## src/rtl/mem_rsp_pkg.sv

```systemverilog
// mem_rsp_pkg: shared widths and row/address types for the matrix-memory responder
package mem_rsp_pkg;
  localparam int ADDR_W = 10;
  localparam int DATA_W = 256;
  localparam int LANE_W = 16;
  localparam int LANES  = 16;
  typedef logic [ADDR_W-1:0] addr_t;
  typedef logic [DATA_W-1:0] row_t;
endpackage

```

## src/rtl/mem_rsp_req_fifo.sv

```systemverilog
// mem_rsp_req_fifo: request address FIFO exposing head, count and next-state count
module mem_rsp_req_fifo
  import mem_rsp_pkg::*;
#(
  parameter int DEPTH = 4,
  localparam int PW = $clog2(DEPTH),
  localparam int CW = $clog2(DEPTH + 1)
) (
  input  logic          clk_i,
  input  logic          rst_ni,
  input  logic          push_i,
  input  addr_t         push_data_i,
  input  logic          pop_i,
  output addr_t         head_o,
  output logic [CW-1:0] count_o,
  output logic [CW-1:0] count_next_o
);
  addr_t         mem_q [DEPTH];
  logic [PW-1:0] wr_q, rd_q;
  logic [CW-1:0] count_q;
  assign count_next_o = count_q + CW'(push_i) - CW'(pop_i);
  assign count_o      = count_q;
  assign head_o       = mem_q[rd_q];
  // pointers wrap naturally at the power-of-two depth
  always_ff @(posedge clk_i or negedge rst_ni) begin
    if (!rst_ni) begin
      wr_q    <= '0;
      rd_q    <= '0;
      count_q <= '0;
    end else begin
      wr_q    <= push_i ? wr_q + PW'(1) : wr_q;
      rd_q    <= pop_i ? rd_q + PW'(1) : rd_q;
      count_q <= count_next_o;
    end
  end
  // storage needs no reset; count gates every read of it
  always_ff @(posedge clk_i) begin
    if (push_i) mem_q[wr_q] <= push_data_i;
  end
endmodule

```

## src/rtl/matrix_mem_responder.sv

```systemverilog
// matrix_mem_responder: in-order SRAM read responder; MEM_RSP_LASTHIT_EN enables last-address hit reuse
module matrix_mem_responder
  import mem_rsp_pkg::*;
#(
  parameter int FIFO_DEPTH = 4,
  parameter int SRAM_LAT   = 1
) (
  input  logic  i_clk,
  input  logic  i_reset_n,
  input  logic  i_mem_rreq,
  input  addr_t i_mem_addr,
  output logic  o_mem_rrdy,
  output row_t  o_mem_dout,
  output logic  o_mem_dout_vld,
  output logic  o_sram_ren,
  output addr_t o_sram_addr,
  input  row_t  i_sram_rdata,
  input  logic  i_sram_busy
);
  localparam int CW = $clog2(FIFO_DEPTH + 1);
  logic                push, pop, nonempty, hit, rrdy_q, dout_vld_q;
  addr_t               head, addr_q;
  row_t                dout_q, dout_d;
  logic [CW-1:0]       count, count_next;
  logic [SRAM_LAT-1:0] vld_q, vld_d, hit_q, hit_d;
  mem_rsp_req_fifo #(.DEPTH(FIFO_DEPTH)) u_fifo (
    .clk_i        (i_clk),
    .rst_ni       (i_reset_n),
    .push_i       (push),
    .push_data_i  (i_mem_addr),
    .pop_i        (pop),
    .head_o       (head),
    .count_o      (count),
    .count_next_o (count_next)
  );
  assign push     = i_mem_rreq && rrdy_q;
  assign nonempty = count != '0;
`ifdef MEM_RSP_LASTHIT_EN
  logic last_vld_q;
  assign hit = nonempty && last_vld_q && (head == addr_q);
  // addr_q is the last real read once any read has issued
  always_ff @(posedge i_clk or negedge i_reset_n) begin
    if (!i_reset_n) last_vld_q <= 1'b0;
    else if (o_sram_ren) last_vld_q <= 1'b1;
  end
`else
  assign hit = 1'b0;
`endif
  assign o_sram_ren  = nonempty && !i_sram_busy && !hit;
  assign pop         = nonempty && (hit || !i_sram_busy);
  assign o_sram_addr = o_sram_ren ? head : addr_q;
  assign vld_d       = SRAM_LAT'({vld_q, pop});
  assign hit_d       = SRAM_LAT'({hit_q, hit});
  assign dout_d      = (vld_q[SRAM_LAT-1] && !hit_q[SRAM_LAT-1]) ? i_sram_rdata : dout_q;
  // ready, issued address, in-flight pipe and output register
  always_ff @(posedge i_clk or negedge i_reset_n) begin
    if (!i_reset_n) begin
      rrdy_q     <= 1'b0;
      addr_q     <= '0;
      vld_q      <= '0;
      hit_q      <= '0;
      dout_q     <= '0;
      dout_vld_q <= 1'b0;
    end else begin
      rrdy_q     <= count_next < CW'(FIFO_DEPTH);
      addr_q     <= o_sram_addr;
      vld_q      <= vld_d;
      hit_q      <= hit_d;
      dout_q     <= dout_d;
      dout_vld_q <= vld_q[SRAM_LAT-1];
    end
  end
  assign o_mem_rrdy     = rrdy_q;
  assign o_mem_dout     = dout_q;
  assign o_mem_dout_vld = dout_vld_q;
endmodule

```

## config.mk

```make
export PLATFORM = sky130hd
export DESIGN_NAME = matrix_mem_responder
export DESIGN_NICKNAME = d
export VERILOG_FILES = /design/src/rtl/mem_rsp_pkg.sv /design/src/rtl/mem_rsp_req_fifo.sv /design/src/rtl/matrix_mem_responder.sv
export SDC_FILE = /design/constraint.sdc
export NUM_CORES = 1
export LEC_CHECK = 0
export CAP_MARGIN = 5
export CORE_AREA = 3 3 211 213
export DETAILED_ROUTE_END_ITERATION = 8
export DIE_AREA = 0 0 214 216
export HOLD_SLACK_MARGIN = 0.15
export MAX_ROUTING_LAYER = met4
export PLACE_DENSITY_LB_ADDON = 0.05
export SYNTH_ARGS = -nofsm -noshare
export SYNTH_HDL_FRONTEND = slang
export SYNTH_SLANG_ARGS = --single-unit
```

## constraint.sdc

```tcl
create_clock -name i_clk -period 2.9 [get_ports i_clk]
set_input_delay 0.58 -clock i_clk [delete_from_list [all_inputs] [get_ports i_clk]]
set_output_delay 0.58 -clock i_clk [all_outputs]
set_load 0.1 [all_outputs]
```

==> run_results.csv, run 1 <==
group,metric,value,unit
worst_setup_path,ff2ff_path_depth,10,
die,start_util,27.4,%
drt,drc,0,
logic_synthesis,synth_area_leaders,"dfrtp_1 59%, mux2_2 25%, edfxtp_1 10%",
die,die_w,214,µm
logic_synthesis,syn_inst,653,
logic_synthesis,seq_area_frac_synth,69.0,%
hold_path,hold_depth,1,
clock_network,cts.sinks,316,
layout,fillCellCount,3967,
sta,hold_slack,0.503,ns
die,io_pins,539,
sta,setup_tns,0,ns
clock_network,cts_root_buffer,"clkbuf_16",
global_route,grt_pass1_vias,8228,
layout,layout-drive-gt1-share,50.0,%
worst_setup_path,cp_num_cells,4,
worst_setup_path,crit_slowest_cell,"mux4_1",
sta,slew_violations,0,
drt,firstDrtPassIters,4,
place,placedInstanceArea,17500,µm²
clock_network,postCtsSetupRepairBufs,0,
place,port_buffers,538,
global_route,gr-usage-all-layers,17.9,%
layout,nNetsFinal,1503,
worst_setup_path,path_cells,"buf_4 > mux4_1 > mux2_2 > buf_12",
logic_synthesis,avgSynthCellArea,18.0,µm²
logic_synthesis,yosys_warnings,0,
worst_setup_path,max_stage_delay,0.62,ns
global_route,grt_max_degree,70,
drt,antenna_left,0,
logic_synthesis,synth_nets,930,
drt,totalWireLength,40600,µm
global_route,antenna_found_initial,9,
logic_synthesis,synth.distinct_cells,22,
logic_synthesis,yosys.area.top_type,"dfrtp_1",
sta,finalCritPeriodShare,94.8,%
logic_synthesis,synth_flop_cell,"dfrtp_1",
clock_network,tritoncts,"done",
clock_network,cts_buffers,39,
sta,fin_skew,0.0123,ns
logic_synthesis,synth_edf_count,40,
drt,num_vias,7678,
logic_synthesis,ys_ff_latch,316,
die,die-area,46200,µm²
worst_setup_path,worstPathRequired,2.32,ns
worst_setup_path,critPathLaunchType,"flip-flop",
place,place_hpwl,31400,µm
sta,final_hold_viol_count,0,
worst_setup_path,endpoint_kind,"primary output",
sta,period_minus_slack,2.75,ns
layout,fin_area,19000,µm²
clock_network,clkTransAtPathRegs,0.05,ns
drt,drtIter0Drc,276,
place,gp_congestion,0.769,
sta,rsz0062_at_grt,"no",
sta,fmax,0.364,GHz
worst_setup_path,crit_family,"multiplexers",
worst_setup_path,crit_fanout,6,
global_route,grt_pass1_wl,59000,µm
drt,wl_per_cell,22.0,µm
die,fp.dieH,216,µm
logic_synthesis,syn_area,11800,µm²
die,core,42900,µm²
worst_setup_path,cp_num_buf_inv,2,
drt,vias_per_cell,4.15,
logic_synthesis,synth-async-reset-ratio,87.3,%
run_status,status,"complete, no violations",
worst_setup_path,worstSetupPathType,"reg -> out",
sta,timing.slew.headroom,57.4,%
sta,tightest_slew,0.638,ns
logic_synthesis,yosys.area.top_type_share,58.8,%
flow_run,maxCapViolations,0,
clock_network,clock_latency,0.54,ns
worst_setup_path,worstPathArrival,2.17,ns
die,rows,76,
layout,areaGrowthSynthToFinish,61.3,%
global_route,grt.overflow.total,0,
logic_synthesis,yosysMostFrequentCell,"dfrtp_1",
clock_network,h-tree-depth,2,
logic_synthesis,synth_common_cells,"276 x dfrtp_1, 258 x mux2_2, 40 x edfxtp_1, 27 x buf_2",
clock_network,cts.path.max_buffers,3,
sta,setup_viol_count_final,0,
hold_path,min_path_type,"reg -> reg",
==> cells by family after synthesis <==
group,synth area share [%]
flops,69.0
mux,27.7
buf+inv,1.63
simple gates,0.426
fa+ha+maj,0.809
xor+xnor,0.373
compound gates,0.0425
==> flip-flops by register name (all words and copies together), names as in the netlist <==
name and count:
o_mem_rrdy 1, u_fifo.mem_q 40, u_fifo.count_o 3, u_fifo.wr_q 2
o_mem_dout 256, u_fifo.rd_q 2, addr_q 10, vld_q 1
o_mem_dout_vld 1
==> path summary, 6_finish.rpt <==
check                                            startpoint  slack, ns                           to
worst min register to register  o_mem_dout[166]$_DFFE_PN0P_       0.50  o_mem_dout[166]$_DFFE_PN0P_
worst min-delay path            o_mem_dout[166]$_DFFE_PN0P_       0.50  o_mem_dout[166]$_DFFE_PN0P_
max in group asynchronous                         i_reset_n       1.53  o_mem_dout[245]$_DFFE_PN0P_
worst max register to register  u_fifo.count_o[1]$_DFF_PN0_       0.56  u_fifo.count_o[2]$_DFF_PN0_
worst max-delay path             u_fifo.rd_q[0]$_DFFE_PN0P_       0.15               o_sram_addr[9]
min in group asynchronous                         i_reset_n       0.62   o_mem_dout[89]$_DFFE_PN0P_
==> per-layer routing <==
| metal | wire, µm | up-vias | GRT usage, % |
|---|---|---|---|
| li1 | - | 3519 | - |
| met1 | 15400 | 3826 | 19.3 |
| met2 | 21300 | 265 | 30.6 |
| met3 | 2750 | 68 | 5.67 |
| met4 | 1200 | 0 | 7.17 |
| met5 | 0 | - | - |
==> area by class of cell <==
| type | instances | area (µm²) | share of cell area [%] |
|---|---|---|---|
| inverters | 8 | 30.0 | 0.158 |
| flip-flops and latches | 316 | 8110 | 42.8 |
| clock inverters | 15 | 273 | 1.44 |
| multi-input cells | 298 | 3450 | 18.2 |
| repair buffers | 563 | 5170 | 27.3 |
| well taps | 585 | 732 | 3.86 |
| clock buffers | 56 | 1160 | 6.13 |
| diodes | 9 | 22.5 | 0.119 |
==> placed cells by master (no fill, tap or decap) <==
master	synthesis	layout
xor2_1	3	3
diode_2	0	9
clkbuf_16	0	41
inv_1	8	8
o21ai_0	1	1
dfrtp_4	0	1
clkinv_1	0	5
mux4_1	2	2
nand3_1	1	1
nand2_1	1	1
clkinv_4	0	1
buf_4	1	272
buf_8	0	1
xnor2_1	2	2
nor2_1	1	1
fa_1	1	1
mux4_2	8	8
dfrtp_1	276	275
dlygate4sd3_1	0	1
clkinv_2	0	1
mux2_2	258	258
and3_1	4	4
edfxtp_1	40	40
ha_1	6	6
buf_12	0	21
nor3_1	1	1
nor3b_1	1	1
clkbuf_1	2	7
clkdlybuf4s50_1	0	268
bufinv_16	0	8
clkbuf_8	0	8
mux2_4	8	8
==> per-stage QoR <==
| step | util [%] | setup slack (ns) | std cells |
|---|---|---|---|
| 2_1_floorplan | - | 0.340 | 653 |
| 3_3_place_gp | 40.8 | 0.267 | 1769 |
| 3_5_place_dp | 40.8 | 0.243 | 1769 |
| 4_1_cts | 44.1 | 0.0849 | 1841 |
| 5_1_grt | 44.2 | 0.0299 | 1850 |
| 6_report | 44.2 | 0.150 | 1850 |
==> timing repair <==
item | in CTS | in global routing
setup endpoints to repair | 0 | 0
hold buffers | 1 | 0
endpoints found under the hold margin | 59 | 0
resized for setup | 0 | 0
Power of run 1 is not shown: default switching activity piles up to over one toggle a cycle in this logic, so the estimate is an artifact.
==> run 2: changes to the inputs <==
clock period = 3 ns   (was 2.9 ns; I/O delays follow)
==> run_results.csv, run 2 (synthesis results as in run 1) <==
group,metric,value,unit
sta,fin_skew,0.00982,ns
sta,slew_violations,0,
global_route,grt_pass1_vias,8293,
die,fp.dieH,216,µm
global_route,grt.overflow.total,0,
global_route,antenna_found_initial,9,
layout,multi_input_area,3450,µm²
global_route,gr-usage-all-layers,17.8,%
sta,finalCritPeriodShare,95.6,%
sta,fmax,0.349,GHz
layout,areaGrowthSynthToFinish,59.9,%
clock_network,tritoncts,"done",
sta,setup_viol_count_final,0,
die,die-area,46200,µm²
worst_setup_path,crit_fanout,7,
drt,firstDrtPassIters,4,
die,core,42900,µm²
die,rows,76,
drt,wl_per_cell,21.9,µm
run_status,status,"complete, no violations",
sta,setup_tns,0,ns
drt,drc,0,
place,place_hpwl,31200,µm
layout,nNetsFinal,1501,
clock_network,clock_latency,0.54,ns
drt,antenna_left,0,
layout,final_cell_mix,"274 x dfrtp_1, 269 x buf_4, 268 x clkdlybuf4s50_1",
layout,layout-drive-gt1-share,49.8,%
sta,final_hold_viol_count,0,
clock_network,cts_buffers,39,
flow_run,maxCapViolations,0,
place,port_buffers,538,
worst_setup_path,critPathLaunchType,"flip-flop",
die,start_util,27.4,%
drt,totalWireLength,40500,µm
layout,largest_reg_flops,256,
layout,layout_commonest_cell,"dfrtp_1",
sta,tightest_slew,0.673,ns
worst_setup_path,worstPathArrival,2.27,ns
global_route,grt_max_degree,76,
worst_setup_path,worstSetupPathType,"reg -> out",
die,io_pins,539,
sta,setup_slack,0.133,ns
clock_network,cts.path.max_buffers,3,
worst_setup_path,endpoint_kind,"primary output",
layout,seqCellArea,8110,µm²
clock_network,h-tree-depth,2,
sta,timing.slew.headroom,55.2,%
die,die_w,214,µm
drt,num_vias,7770,
place,gp_congestion,0.764,
clock_network,cts_root_buffer,"clkbuf_16",
worst_setup_path,worstPathRequired,2.40,ns
layout,fillCellCount,3949,
clock_network,clkTransAtPathRegs,0.06,ns
hold_path,min_path_type,"reg -> reg",
place,pre_cts_slack,0.352,ns
sta,rsz0062_at_grt,"no",
sta,period_minus_slack,2.87,ns
global_route,grt_pass1_wl,59000,µm
drt,vias_per_cell,4.20,
clock_network,cts.sinks,316,
drt,drtIter0Drc,253,
[run 2: cell count changes in the layout (fill, tap and decap cells not counted), sizes merged]
cell      delta
clkinv       +1
buf          -2
inv          +1
bufinv       -6
clkbuf       +3
clkinvlp     +1
[run 2: final timing paths]
kind	start	endpoint	slack, ns	cells past startpoint
worst min register to register	o_mem_dout[144]$_DFFE_PN0P_	o_mem_dout[144]$_DFFE_PN0P_	0.50	1
min in group asynchronous	i_reset_n	o_mem_dout[112]$_DFFE_PN0P_	0.65	2
worst min-delay path	o_mem_dout[144]$_DFFE_PN0P_	o_mem_dout[144]$_DFFE_PN0P_	0.50	1
worst max register to register	u_fifo.count_o[1]$_DFF_PN0_	u_fifo.count_o[2]$_DFF_PN0_	0.74	10
worst max-delay path	u_fifo.rd_q[0]$_DFFE_PN0P_	o_sram_addr[7]	0.13	4
max in group asynchronous	i_reset_n	o_mem_dout[33]$_DFFE_PN0P_	1.56	3
[run 2: stage by stage]
stage	utilization (%)	hold WS (ns)	instance area, µm²	instances
2_1_floorplan	-	0.304	11800	653
3_3_place_gp	40.8	0.491	17500	1767
3_5_place_dp	40.8	0.496	17500	1767
4_1_cts	43.8	0.509	18800	1839
5_1_grt	43.8	0.517	18800	1848
6_report	43.8	0.504	18800	1848
[run 2: area by class of cell]
| type | instances | share of cell area, % |
|---|---|---|
| Sequential cell | 316 | 43.2 |
| Inverter | 8 | 0.160 |
| Multi-Input combinational cell | 298 | 18.4 |
| Clock buffer | 59 | 6.19 |
| Tap cell | 585 | 3.89 |
| Clock inverter | 12 | 0.599 |
| Antenna cell | 9 | 0.120 |
| Timing Repair Buffer | 561 | 27.5 |
[run 2: metal layers]
layer  track usage [%]  up-vias  share of wire, %
met2              31.4      252                54
met1              19.2     3962                37
met3              5.58       55               6.3
met5                 -        -                 0
li1                  -     3501                 -
met4              5.54        0               2.3
[run 2: critical path: stages (launching register included)]
cell	delay (ns)
dfrtp_2	0.46
buf_4	0.23
mux4_2	0.57
mux2_4	0.30
buf_12	0.17
[run 2: timing repair]
| item | CTS | global route |
|---|---|---|
| hold buffers | 1 | 0 |
| setup endpoints to repair | 7 | 0 |
| endpoints found under the hold margin | 64 | 0 |
| buffers inserted | 0 | 0 |
| gates resized for setup | 1 | 0 |
Power of run 2 is left out for the same reason.
